--- config.mk ---
export PLATFORM = sky130hd
export DESIGN_NAME = muldiv_seq
export DESIGN_NICKNAME = d
export VERILOG_FILES = /design/src/rtl/muldiv_seq.sv
export SDC_FILE = /design/constraint.sdc
export NUM_CORES = 1
export LEC_CHECK = 0
export CORE_ASPECT_RATIO = 0.5
export CORE_UTILIZATION = 56
export CTS_CLUSTER_DIAMETER = 50
export CTS_CLUSTER_SIZE = 24
export DETAILED_ROUTE_END_ITERATION = 8
export HOLD_SLACK_MARGIN = 0.12
export MAX_ROUTING_LAYER = met4
export PLACE_DENSITY = 0.9
export SYNTH_ARGS = -nofsm -noshare
export SYNTH_HDL_FRONTEND = slang
export SYNTH_SLANG_ARGS = --single-unit
--- constraint.sdc ---
create_clock -name clk -period 5.54 [get_ports clk]
set_clock_uncertainty 0.05 [all_clocks]
set_input_delay 1.108 -clock clk [delete_from_list [all_inputs] [get_ports clk]]
set_output_delay 1.108 -clock clk [all_outputs]
set_load 0.01 [all_outputs]
--- src/rtl/muldiv_seq.sv ---
// muldiv_seq: iterative RV32M multiply/divide sequencer.
// Uses a shift-add multiplier and a restoring shift-subtract divider that share
// one 2*XLEN accumulator, and returns to IDLE after a valid/ready handshake.
// Optional build macro MULDIV_FASTPATH_EN: trivial cases (divide-by-zero,
// signed overflow, zero multiply operand, |dividend| < |divisor|) skip CALC/FIX
// and finish directly at the accept edge.
module muldiv_seq #(
  parameter int XLEN  = 32,
  parameter int CNT_W = $clog2(XLEN)
) (
  input  logic            clk,
  input  logic            rst,
  input  logic            flush,
  input  logic            in_valid,
  output logic            in_ready,
  input  logic [2:0]      op,
  input  logic [XLEN-1:0] rs1,
  input  logic [XLEN-1:0] rs2,
  output logic            out_valid,
  input  logic            out_ready,
  output logic [XLEN-1:0] res,
  output logic            busy
);

  typedef enum logic [1:0] {IDLE, CALC, FIX, DONE} state_t;

  state_t            state_q, state_d;
  logic [CNT_W-1:0]  cnt_q, cnt_d;
  logic [2:0]        op_q, op_d;
  logic              neg_q, neg_d;     // result sign differs (product / quotient)
  logic              sgn1_q, sgn1_d;   // dividend sign, drives remainder sign
  logic              div0_q, div0_d;
  logic              ovf_q, ovf_d;
  logic [XLEN-1:0]   dvs_q, dvs_d;     // multiplicand (mul) or divisor (div) magnitude
  logic [XLEN-1:0]   raw_q, raw_d;     // raw rs1 for div-by-zero / overflow results
  logic [XLEN-1:0]   res_q, res_d;
  logic [2*XLEN-1:0] acc_q, acc_d;     // mul: {hi, multiplier}; div: {rem, quot}

  // Accept-edge operand decode: signedness per funct3, magnitudes, special cases.
  logic            s1_in, s2_in, div0_in, ovf_in;
  logic [XLEN-1:0] mag1, mag2;
  always_comb begin
    s1_in   = rs1[XLEN-1] & (op == 3'b001 || op == 3'b010 || op == 3'b100 || op == 3'b110);
    s2_in   = rs2[XLEN-1] & (op == 3'b001 || op == 3'b100 || op == 3'b110);
    mag1    = s1_in ? -rs1 : rs1;
    mag2    = s2_in ? -rs2 : rs2;
    div0_in = op[2] & (rs2 == '0);
    ovf_in  = op[2] & ~op[0] & (rs1 == {1'b1, {(XLEN-1){1'b0}}}) & (&rs2);
  end

`ifdef MULDIV_FASTPATH_EN
  // Early-out detection; results match what the full iteration would produce.
  logic            fast_in;
  logic [XLEN-1:0] fast_res;
  always_comb begin
    fast_in  = 1'b0;
    fast_res = '0;
    if (op[2]) begin
      if (div0_in) begin
        fast_in = 1'b1; fast_res = op[1] ? rs1 : '1;
      end else if (ovf_in) begin
        fast_in = 1'b1; fast_res = op[1] ? '0 : rs1;
      end else if (mag1 < mag2) begin
        fast_in = 1'b1; fast_res = op[1] ? rs1 : '0;
      end
    end else if (mag1 == '0 || mag2 == '0) begin
      fast_in = 1'b1;
    end
  end
`endif

  // One iteration step for each datapath; only one is committed per op.
  logic [XLEN:0]     sum, sh;
  logic [XLEN+1:0]   diff;
  logic [2*XLEN-1:0] acc_mul, acc_div;
  always_comb begin
    sum     = {1'b0, acc_q[2*XLEN-1:XLEN]} + (acc_q[0] ? {1'b0, dvs_q} : '0);
    acc_mul = {sum, acc_q[XLEN-1:1]};
    sh      = {acc_q[2*XLEN-1:XLEN], acc_q[XLEN-1]};
    diff    = {1'b0, sh} - {2'b00, dvs_q};
    // No borrow implies the difference is below the divisor, so bit XLEN is 0.
    acc_div = (diff[XLEN+1:XLEN] == 2'b00) ? {diff[XLEN-1:0], acc_q[XLEN-2:0], 1'b1}
                                           : {sh[XLEN-1:0],   acc_q[XLEN-2:0], 1'b0};
  end

  // Sign fix-up and result selection; special cases override the arithmetic.
  logic [2*XLEN-1:0] prod_fix;
  logic [XLEN-1:0]   quot_fix, rem_fix, fix_res;
  always_comb begin
    prod_fix = neg_q  ? -acc_q : acc_q;
    quot_fix = neg_q  ? -acc_q[XLEN-1:0] : acc_q[XLEN-1:0];
    rem_fix  = sgn1_q ? -acc_q[2*XLEN-1:XLEN] : acc_q[2*XLEN-1:XLEN];
    case (op_q)
      3'b000:                 fix_res = prod_fix[XLEN-1:0];
      3'b001, 3'b010, 3'b011: fix_res = prod_fix[2*XLEN-1:XLEN];
      3'b100, 3'b101:         fix_res = div0_q ? '1 : (ovf_q ? raw_q : quot_fix);
      default:                fix_res = div0_q ? raw_q : (ovf_q ? '0 : rem_fix);
    endcase
  end

  // Sequencer next-state: IDLE -> CALC (XLEN cycles) -> FIX -> DONE; flush wins.
  always_comb begin
    state_d = state_q;
    cnt_d   = cnt_q;
    op_d    = op_q;
    neg_d   = neg_q;
    sgn1_d  = sgn1_q;
    div0_d  = div0_q;
    ovf_d   = ovf_q;
    dvs_d   = dvs_q;
    raw_d   = raw_q;
    acc_d   = acc_q;
    res_d   = res_q;
    if (flush) begin
      state_d = IDLE;
    end else begin
      case (state_q)
        IDLE: if (in_valid) begin
          op_d    = op;
          neg_d   = s1_in ^ s2_in;
          sgn1_d  = s1_in;
          div0_d  = div0_in;
          ovf_d   = ovf_in;
          raw_d   = rs1;
          dvs_d   = op[2] ? mag2 : mag1;
          acc_d   = {{XLEN{1'b0}}, (op[2] ? mag1 : mag2)};
          cnt_d   = CNT_W'(XLEN-1);
          state_d = CALC;
`ifdef MULDIV_FASTPATH_EN
          if (fast_in) begin
            res_d   = fast_res;
            state_d = DONE;
          end
`endif
        end
        CALC: begin
          acc_d = op_q[2] ? acc_div : acc_mul;
          if (cnt_q == '0) state_d = FIX;
          else             cnt_d   = cnt_q - CNT_W'(1);
        end
        FIX: begin
          res_d   = fix_res;
          state_d = DONE;
        end
        DONE: if (out_ready) state_d = IDLE;
        default: state_d = IDLE;
      endcase
    end
  end

  // State and datapath registers; async reset clears everything.
  always_ff @(posedge clk or posedge rst) begin
    if (rst) begin
      state_q <= IDLE;
      cnt_q   <= '0;
      op_q    <= '0;
      neg_q   <= 1'b0;
      sgn1_q  <= 1'b0;
      div0_q  <= 1'b0;
      ovf_q   <= 1'b0;
      dvs_q   <= '0;
      raw_q   <= '0;
      acc_q   <= '0;
      res_q   <= '0;
    end else begin
      state_q <= state_d;
      cnt_q   <= cnt_d;
      op_q    <= op_d;
      neg_q   <= neg_d;
      sgn1_q  <= sgn1_d;
      div0_q  <= div0_d;
      ovf_q   <= ovf_d;
      dvs_q   <= dvs_d;
      raw_q   <= raw_d;
      acc_q   <= acc_d;
      res_q   <= res_d;
    end
  end

  assign in_ready  = (state_q == IDLE);
  assign out_valid = (state_q == DONE);
  assign busy      = (state_q != IDLE);
  assign res       = res_q;

endmodule

# After elaboration in Yosys (flattened, before gate mapping)

Index checks and enable logic that the tools add are counted.

Bits of input ports: 72
Latch bits: 0
Memories: 0
Flip-flop bits (word level): 174
Bits in writable memories: 0
Memory bits (read-only): 0
Word-level logic and storage cells: 91
Output and inout bits: 35

Shifts and indexed selects: 0
Equal/unequal tests: 18
Multiply operators: 0
Bitwise operators: 9
Magnitude comparators: 0
Div/mod/pow operators: 0
Reductions and logical operators: 20
Muxes and demuxes: 25
$add $sub $neg: 8

Operator list:

| kind                                                | number |
|---|---|
| two-way mux 32 bit                                  | 11 |
| two-way mux 64 bit                                  | 4 |
| negator 32 bit                                      | 4 |
| case mux 64 bit (2 select lines)                    | 1 |
| case mux 32 bit (3 select lines)                    | 1 |
| negator 64 bit                                      | 1 |
| subtractor 33 x 32 -> 34 bit                        | 1 |
| adder 32 x 32 -> 33 bit                             | 1 |
| equality test 32 bit, second input constant         | 1 |
| logical NOT 32 bit                                  | 1 |
| AND reduction 32 bit                                | 1 |
| equality test 3 bit, second input constant          | 4 |
| two-way mux 5 bit                                   | 2 |
| case mux 5 bit (2 select lines)                     | 1 |
| equality test 3 x 2 -> 1 bit, second input constant | 3 |
| AND reduction 3 bit                                 | 3 |
| two-way mux 2 bit                                   | 4 |
| case mux 2 bit (4 select lines)                     | 1 |
| AND 1 bit                                           | 6 |
| equality test 3 x 1 -> 1 bit, second input constant | 2 |
| inequality test 3 bit, second input constant        | 2 |
| logical NOT 5 bit                                   | 1 |
| logical OR 1 bit                                    | 5 |
| subtractor 5 x 1 -> 5 bit, second input constant    | 1 |
| other kinds (13)                                    | 18 |

# Depth between registers and ports, before layout

Depth after elaboration: 9
Gate-level depth with buffers: 15
Gate-level depth less buffers: 13

# Worst setup path after synthesis

Ideal clock, no wire load.

Path type: input-to-reg
Start: input port rs1[17]
End: register dvs_q[30]
Library setup time: 0.130 ns
Path slack: 1.794 ns
Required time: 5.360 ns
Stages: 9
Buffers on the path: 0
Arrival: 3.566 ns
Cell sequence: or4_4 or3_4 or4_4 or4_4 o41ai_2 xor2_1 nor2_1 a21oi_1 o21ai_1

Word-level cells in the longest chain between the ends: 3

RTL lines:

| what                   | RTL line | RTL |
|---|---|---|
| start: declaration     | 17       | `input logic [XLEN-1:0] rs1,` |
| negator 32 bit         | 45       | `mag1 = s1_in ? -rs1 : rs1;` |
| two-way mux 32 bit     | 45       |  |
| two-way mux 32 bit     | 125      | `dvs_d = op[2] ? mag2 : mag1;` |
| end signal: assignment | 173      | `dvs_q <= dvs_d;` |
| end: declaration       | 34       | `logic [XLEN-1:0] dvs_q, dvs_d;` |

No other way between the ends.
A chain may end at the register's enable or synchronous reset.

# Final worst setup path

Start: register acc_q[40]
End: register acc_q[33]

Word-level cells in the longest chain between the ends: 5

RTL lines:

| what                             | RTL line | RTL |
|---|---|---|
| start: declaration               | 37       | `logic [2*XLEN-1:0] acc_q, acc_d;` |
| start signal: assignment         | 163      | `acc_q <= '0;` |
| start signal: assignment         | 175      | `acc_q <= acc_d;` |
| subtractor 33 x 32 -> 34 bit     | 80       | `diff = {1'b0, sh} - {2'b00, dvs_q};` |
| logical NOT 2 bit                | 82       | `acc_div = (diff[XLEN+1:XLEN] == 2'b00) ? {diff[XLEN-1:0], acc_q[XLEN-2:0], 1'b1}` |
| two-way mux 64 bit               | 82       |  |
| two-way mux 64 bit               | 137      | `acc_d = op_q[2] ? acc_div : acc_mul;` |
| case mux 64 bit (2 select lines) | 117      | `case (state_q)` |

No other way between the ends.

==> results.sh <==
export IMPL_postCtsSetupRepairBufs=0
export IMPL_synth_distinct_cells=81
export IMPL_antenna_found_initial=0
export IMPL_max_clock_freq_mhz=238
export IMPL_core_region_area_um2=28300
export IMPL_vdd_drop_max_uv=287
export IMPL_yosysWarningCount=0
export IMPL_crit_chain="ha_1 -> nand4_1 -> a211oi_1 -> o21ai_0 -> a211oi_1 -> or3_1 -> and4_1 -> mux2_2 -> a21oi_1 -> o22ai_1"
export IMPL_grt_max_degree=147
export IMPL_synth_seq_area_share_pct=26.4
export IMPL_clock_path_buffers=2
export IMPL_grt_busiest_layer="met2"
export IMPL_crit_path_max_incr_delay_ps=750
export IMPL_grt_use_total_pct=39.0
export IMPL_placed_cells=2531
export IMPL_syn2layout_area_growth_pct=10.2
export IMPL_dr_total_vias=17309
export IMPL_placed_cell_area_um2=17600
export IMPL_fin_crit_ps=4210
export IMPL_cts_root_buf="clkbuf_16"
export IMPL_yosysMostFrequentCell="nand2_1"
export IMPL_antenna_cells=0
export IMPL_syn_nets=2331
export IMPL_critical_path_required_ps=5810
export IMPL_syn_inst=2182
export IMPL_grt_overflow=0
export IMPL_post_route_period_util_pct=76.0
export IMPL_p_leak_nw=7.69
export IMPL_synth_seq_cells=174
export IMPL_cts_made_buffers=17
export IMPL_fp_dieH_um=123
export IMPL_finalSetupTns_ps=0
export IMPL_hpwl_mm=41.6
export IMPL_cp_end_kind="register"
export IMPL_path_clk_slew_ps=80
export IMPL_slew_headroom_pct=18.9
export IMPL_setup_viol_count_final=0
export IMPL_drtAntennaViolNets=0
export IMPL_dr_pass1_iters=8
export IMPL_slowest_stage="and4_1"
export IMPL_cts_resized_gates=0
export IMPL_route_detailed_drc=0
export IMPL_floorplan_initialDensity_pct=58.2
export IMPL_fin_area_um2=18200
export IMPL_synthFlopType="dfrtp_1"
export IMPL_met1_usage_pct=51.5
export IMPL_synthTopCellsByCount="319 x nand2_1, 210 x o21ai_0, 183 x nor2_1, 176 x a21oi_1, 174 x dfrtp_1"
export IMPL_synth_area_leader_cell="dfrtp_1"
export IMPL_met3_usage_pct=16.1
export IMPL_ys_top_cells_by_area="dfrtp_1 26%, nand2_1 7.3%, o21ai_0 6.4%, ha_1 5.7%, xnor2_1 5.6%"
export IMPL_worstMarginPinSlew_ps=1210
export IMPL_vias_per_cell=6.75
export IMPL_cap_viol_max_count=0
export IMPL_min_path_type="reg2reg"
export IMPL_clock_sinks=174
export IMPL_numPortBuffers=106
export IMPL_grt_pass1_wl_mm=87.8
export IMPL_holdWs_ps=443
export IMPL_status="complete, no violations"
export IMPL_drive_gt1_share_pct=5.82
export IMPL_cpMostUsedCell="a211oi_1"
export IMPL_tritoncts="built"
export IMPL_syn_avg_cell_area_um2=7.55
export IMPL_fillers=2378
export IMPL_drtIter0Drc=2555
export IMPL_drv_slew=0
export IMPL_htreeDepth=4
export IMPL_wire_per_inst_um=22.4
export IMPL_syn_area_um2=16500
export IMPL_layout_nets=2317
export IMPL_dieWidth_um=245
export IMPL_ios=107
export IMPL_rsz0062_at_grt="no"
export IMPL_clock_latency_ps=460
export IMPL_hold_viol=0
export IMPL_crit_type="reg2reg"
export IMPL_final_cell_count_no_fill=2563
export IMPL_synth_top_area_share_pct=26.4
export IMPL_worstPathMaxFanout=13
export IMPL_worstPathArrival_ps=4480
export IMPL_drt_total_wl_mm=57.4
export IMPL_die_area_um2=30200
export IMPL_synthArstFlopShare_pct=100
export IMPL_powerDensity_nw_per_um2=566
export IMPL_grtUsageMet2_pct=54.5
export IMPL_routabilityCongestion=1.00
export IMPL_hold_buffers=0
export IMPL_grt_pass1_vias=15604
export IMPL_row_count=43
export IMPL_synth_edf_count=0
export IMPL_startpoint_type="register"
## per-stage QoR
stage	utilization (%)	setup slack (ps)	power (mW)
6_report	64.2	1330	10.3
5_1_grt	64.2	1170	10.8
4_1_cts	64.2	1450	9.96
3_5_place_dp	62.1	996	8.62
3_3_place_gp	62.1	1130	8.48
2_1_floorplan	-	1790	6.71
## worst max-delay path, delay by kind of cell, from the launching register on
family	cells	cell delay [ps]
AO/OA/AOI/OAI	5	1310
adder cells (fa/ha/maj)	1	600
flip-flops	1	570
multiplexers	1	420
AND/OR/NAND/NOR	3	1110
## per-layer routing
metal | vias to the layer above | part of all wire [%]
met5 | - | 0
met4 | 0 | 2.7
met3 | 158 | 16
met2 | 1189 | 41
met1 | 8155 | 40
li1 | 7807 | -
## path summary, 6_finish.rpt
check,from,cells past startpoint,slack (ps),end
max reg2reg,acc_q[40],10,1330,acc_q[33]
min in group asynchronous,rst,3,1080,acc_q[41]
min,dvs_q[12],2,440,dvs_q[12]
max,acc_q[40],10,1330,acc_q[33]
min reg2reg,dvs_q[12],2,440,dvs_q[12]
max in group asynchronous,rst,3,3530,div0_q
## sequential cells by signal (all words and copies together), names as in the netlist
name,flops
acc_q,64
cnt_q,5
div0_q,1
dvs_q,32
neg_q,1
op_q,3
ovf_q,1
raw_q,32
res,32
sgn1_q,1
state_q,2
## cells in the final DEF, fill, tap and decap left out, types with 14 or more instances in the layout
cell             Yosys  routed
o21ai_0            210     210
buf_4                0      24
o31ai_1             47      47
nand3_1             32      32
clkbuf_16            0      17
a22oi_1             14      14
a21oi_1            176     176
nor4_1              14      14
o211ai_1            31      31
nand2_1            319     319
nor3_1              40      40
a211oi_1            52      52
a31oi_1             15      15
mux2_2              33      33
inv_1               65      64
nand4_1             22      22
and2_1              15      15
or3_1               15      15
dfrtp_1            174     171
clkdlybuf4s50_1      0     105
xnor2_1            105     105
mux2i_1             37      37
o221ai_1            15      15
xor2_1              95      95
nor2_1             183     181
a221oi_1            27      27
ha_1                75      74
nor2b_1             16      15
a21o_1              29      28
or4_1               18      18
## report_power, final
group          internal [mW]  total [mW]  leakage, nW  switching (mW)
clock                  0.646        1.27        0.288           0.627
combinational           2.43        6.18         5.22            3.75
sequential              1.80        2.81         2.19            1.01
## layout make-up
type | count | area [µm²] | share of cell area, %
Clock buffer | 18 | 429 | 2.36
Clock inverter | 14 | 163 | 0.896
Inverter | 67 | 255 | 1.41
Multi-Input combinational cell | 1777 | 11200 | 61.8
Sequential cell | 174 | 4360 | 24.0
Tap cell | 382 | 478 | 2.63
Timing Repair Buffer | 131 | 1260 | 6.92
## kinds of logic after synthesis
kind of cell	Yosys count	synth area share [%]
DFF	174	26.4
AOI/OAI and AO/OA	687	26.1
muxes	71	4.57
xor gates and xnor gates	200	10.6
adders and majority gates	77	5.94
buffers and inverters	231	5.59
and+or+nand+nor	742	20.8
No activity file was read; power rests on OpenSTA's default activity.
==> RTL edit 1 (same flow settings) <==
Reset style: synchronous (`rst`), changed in one clocked block. Comments in the files are not updated.
--- a/src/rtl/muldiv_seq.sv
+++ b/src/rtl/muldiv_seq.sv
@@ -149,7 +149,7 @@
   end
 
   // State and datapath registers; async reset clears everything.
-  always_ff @(posedge clk or posedge rst) begin
+  always_ff @(posedge clk) begin
     if (rst) begin
       state_q <= IDLE;
       cnt_q   <= '0;
Behaviour: differs if rst is asserted again (counterexample within 4 cycles, from zero or initial values and one cycle with rst high); with rst held inactive, the same outputs for 10 cycles.
==> RTL edit 1 against the unedited design <==
Via count rose by 5.8%. Maximum frequency fell by 6.0%. Sequential cell count did not move. Sequential share of layout area fell by 4.5 points. Routed wire length rose by 8.4%. Synthesized cell count rose by 4.8%. Area after synthesis fell by 1.9%. Setup slack got worse by 0.27 ns. Cell area fell by 1.5%.
Power is not compared: it rests on default switching activity, and its combinational part moved more than twofold at a synthesized area within 25%.
==> RTL edit 1: results (changes against the unedited design) <==
[cts]
cts_root_buffer = clkbuf_16

[routing]
detail_route.first_pass.iterations = 7  ; -1
routedWlPerCell_um = 23.35  ; +4.3%
vias = 18310  ; +5.8%
drt-initial-drc-count = 3050  ; +19%

[global_route]
globalRouteMet2Util_pct = 59.56  ; +5.1 points
grt_use_met3_pct = 15.33  ; -0.82 points
grt.met1_usage_pct = 56.74  ; +5.2 points
maximum_number_of_pins_on_one_net_before_global_route_repair = 103  ; -30%
antenna_found_initial = 1  ; +1
wire_length_of_the_first_global_routing_pass_um = 94560  ; +7.6%
globalRouteTotalUtil_pct = 42.61  ; +3.6 points

[yosys]
yosys.cell_types.count = 82  ; +1.2%
biggest_area_contributors_in_the_synthesized_netlist = dfxtp_1 22%, nand2_1 7.8%, xnor2_1 6.6%, a21oi_1 6.0%, ha_1 5.8%
synth.yosys.seq_area_share_pct = 21.55  ; -4.9 points
ys_dominant_reg_cell = dfxtp_1
synth.top_cells.by_count = 334 x nand2_1, 211 x nor2_1, 194 x a21oi_1, 174 x dfxtp_1, 160 x clkbuf_1
synth-async-reset-ratio_pct = 0  ; -100 points

[sta]
timing_worst_slew_pin_value_ns = 1.359  ; +0.1453 ns

[min_path]
hold_path_end = dvs_q[26]
timing.hold.worst.start = dvs_q[26]

[critical_path]
r2r_end = res[22]
path_max_fanout = 16  ; +3
reg2reg_from = acc_q[0]

[place]
gp_congestion = 1.112  ; +11%
dpl_cell_area_mm2 = 0.01728  ; -1.6%
hpwlAfterDp_um = 46150  ; +11%

[outcome]
outcome = finished, final reports clean

-- RTL edit 1: how the worst max path moves through the flow --
| stage | start | endpoint | slack [ns] | depth (start not counted) |
|---|---|---|---|---|
| floorplan | rs1[6] | acc_q[31] | 1.92 | 9 |
| global placement | rs1[6] | acc_q[31] | 1.11 | 10 |
| detailed placement | rs1[6] | acc_q[31] | 1.05 | 10 |
| CTS | acc_q[0] | res[26] | 1.35 | 10 |
| global route | acc_q[0] | res[22] | 1.03 | 10 |
| finish | acc_q[0] | res[22] | 1.06 | 10 |
-- RTL edit 1: cell type report --
| class | instances | area [µm²] | area share [%] |
|---|---|---|---|
| Multi-Input combinational cell | 1855 | 11710 | 65.45 |
| Antenna cell | 2 | 5.005 | 0.02797 |
| Timing Repair Buffer | 141 | 1316 | 7.357 |
| Tap cell | 382 | 478.0 | 2.671 |
| Inverter | 77 | 289.0 | 1.615 |
| Sequential cell | 174 | 3486 | 19.48 |
| Clock inverter | 12 | 150.1 | 0.8392 |
| Clock buffer | 20 | 456.7 | 2.552 |
-- RTL edit 1: worst max-delay path, stage by stage, from the launching register on --
cell and delay, ns:
dfxtp_1 0.41, inv_1 0.52, ha_1 0.28, nand2b_1 0.11, or3_1 0.47, nor4_1 0.72
nand2_1 0.18, nand2_1 0.14, o22ai_1 0.10, a2111oi_0 1.19, nor4_1 0.13
-- RTL edit 1: power breakdown --
part	total (W)	leakage, nW	internal, W	switching [W]
sequential	0.00142	1.42	0.00131	0.000107
combinational	0.00107	5.08	0.000391	0.000681
clock	0.00130	0.297	0.000702	0.000600
-- RTL edit 1: cells by family (layout without fill, tap and decap cells) --
kind of cell / count (synthesis) / after routing / share of synthesized area (%)
and+or+nand+nor: 839 / 839 / 23.82
DFF: 174 / 174 / 21.55
buffers and inverters: 258 / 250 / 6.215
adders and majority gates: 77 / 77 / 6.052
muxes: 56 / 56 / 3.591
xor gates and xnor gates: 194 / 194 / 10.51
other: 0 / 2 / 0
AOI/OAI and AO/OA: 689 / 689 / 28.26
-- RTL edit 1: routing by layer --
layer	up-vias	share of wire [%]
li1	8247	-
met1	8514	40
met2	1383	40
met3	170	17
met4	0	3.0
met5	-	0
-- RTL edit 1: stage by stage --
step                      cells  hold slack [ns]  setup slack (ns)  util [%]
after global placement     2629           0.3887             1.110     61.65
after CTS                  2661           0.4067             1.354     63.81
after detailed placement   2629           0.3968             1.049     61.65
after global routing       2663           0.4332             1.034     63.83
final                      2663           0.4070             1.061     63.83
after floorplan            2287           0.3819             1.919         -
==> RTL edit 2 (same settings) <==
Made on the original files. The parameter `XLEN` goes from 32 to 16.
--- a/src/rtl/muldiv_seq.sv
+++ b/src/rtl/muldiv_seq.sv
@@ -5,7 +5,7 @@
 // signed overflow, zero multiply operand, |dividend| < |divisor|) skip CALC/FIX
 // and finish directly at the accept edge.
 module muldiv_seq #(
-  parameter int XLEN  = 32,
+  parameter int XLEN  = 16,
   parameter int CNT_W = $clog2(XLEN)
 ) (
   input  logic            clk,
Interface: changed (resized res, rs1 and rs2); port bits go from 107 to 59. No check against the original RTL was run, so the function may have changed too.
==> RTL edit 2 against the unedited design <==
Setup slack better by 0.52 ns. Routed wire length down 56%. Cell area down 50%. Count of clock-buffer cells in the layout down 8. Sequential cell count down 81. Die area down 50%. Synthesized cell count down 53%. Critical path type unchanged. Via count down 54%. Utilization up 1.0 points. First-iteration DRC count down 65%. Power down 51%. Area after synthesis down 51%. Combinational power down 53%.
==> RTL edit 2: results (changes against the unedited design) <==
[global_route]
wire_length_of_the_first_global_routing_pass_um = 40010  ; -54%
maximum_number_of_pins_on_one_net_before_global_route_repair = 65  ; -56%
first_global_vias = 7265  ; -53%

[cts]
ctsHtreeMaxLevel = 3  ; -1
cts_inserted_buffers = 9  ; -8

[routing]
met1_wire_length_um = 11460  ; -50%
wl_um = 25310  ; -56%
routed_via_count_divided_by_cell_count = 6.471  ; -4.2%
detail_route.first_pass.iterations = 5  ; -3
met2WireLength_um = 10510  ; -55%
drt-initial-drc-count = 888  ; -65%

[critical_path]
r2r_end = acc_q[23]
reg2reg_depth = 14  ; +4
reg2reg_from = acc_q[15]
path_max_fanout = 16  ; +3
crit_path_slowest_cell = fa_1

[sta]
normalized_max_slew_margin_pct = 26.26  ; +7.4 points
finalHoldWorstSlack_ns = 0.4356  ; -0.007609 ns

[yosys]
yosys.area_share.xor_xnor_pct = 10.26  ; -0.36 points
yosys.area_share.adder_pct = 6.976  ; +1.0 points
yosys.cell_types.count = 62  ; -23%
synth_compound_gate_area_share_pct = 26.36  ; +0.27 points

[pwr]
worst_supply_voltage_drop_on_vdd_mv = 0.2116  ; -26%
leakage_nw = 3.840  ; -50%

[layout]
layout.filler_cells = 1125  ; -53%
layout-drive-gt1-share_pct = 6.897  ; +1.1 points
num-nets-final = 1123  ; -52%
number_of_flip_flops_in_the_largest_register = 32  ; -50%

[min_path]
timing.hold.worst.start = dvs_q[2]

[place]
detailedPlace.worstSlack_ns = 1.795  ; +0.7984 ns
hpwlAfterDp_um = 19090  ; -54%

[outcome]
outcome = finished, final reports clean

RTL edit 2: cell count changes in the layout (fill, tap and decap cells not counted), sizes merged, moves of 26 or more:
cell,unedited run,this run
dfrtp,174,93
a21oi,176,117
a211oi,52,24
o31ai,47,16
xnor2,105,65
o211ai,31,4
mux2i,37,11
inv,73,44
nand2,319,106
xor2,95,30
o21ai,213,92
clkdlybuf4s50,105,57
ha,75,42
nor2,184,93
RTL edit 2: layer usage:
layer / vias to the layer above / GRT usage (%)
met4: 0 / 9.574
met3: 41 / 8.860
met2: 453 / 51.98
met5: - / -
met1: 3806 / 51.88
li1: 3698 / -
RTL edit 2: worst max-delay path by stage:
stage                   start         to  cells past startpoint
CTS                 acc_q[15]  acc_q[23]                     14
global route        acc_q[15]  acc_q[20]                     14
floorplan                 rst   acc_q[0]                      1
detailed placement      op[2]  acc_q[14]                      9
global placement        op[2]  acc_q[14]                      9
finish              acc_q[15]  acc_q[23]                     14
RTL edit 2: cell families after synthesis:
group	count (synthesis)
xor gates and xnor gates	95
muxes	45
DFF	93
buffers and inverters	101
and+or+nand+nor	293
adders and majority gates	44
AOI/OAI and AO/OA	347
RTL edit 2: cell type report:
| class | count | area [µm²] | share of cell area (%) |
|---|---|---|---|
| multi-input cells | 824 | 5354 | 59.30 |
| flip-flops and latches | 93 | 2327 | 25.78 |
| repair buffers | 67 | 643.1 | 7.123 |
| well taps | 192 | 240.2 | 2.661 |
| clock buffers | 10 | 229.0 | 2.536 |
| inverters | 44 | 166.4 | 1.843 |
| clock inverters | 6 | 68.82 | 0.7622 |
RTL edit 2: stage by stage:
step / instances / total power [W]
finish: 1236 / 0.004986
global route: 1236 / 0.005313
CTS: 1236 / 0.004885
detailed placement: 1220 / 0.004218
global placement: 1220 / 0.004148
floorplan: 1018 / 0.003344
RTL edit 2: tightest hold or removal path, delay by kind of cell (launching register included):
kind	cells	cell delay, ns
AO/OA/AOI/OAI	1	0.06
flip-flops	1	0.35
AND/OR/NAND/NOR	1	0.05
RTL edit 2: power by group:
| part | switching, W | total, W | internal [W] |
|---|---|---|---|
| Sequential | 0.000455 | 0.00142 | 0.000963 |
| Clock | 0.000288 | 0.000644 | 0.000355 |
| Combinational | 0.00170 | 0.00292 | 0.00122 |
| Total | 0.00244 | 0.00499 | 0.00254 |
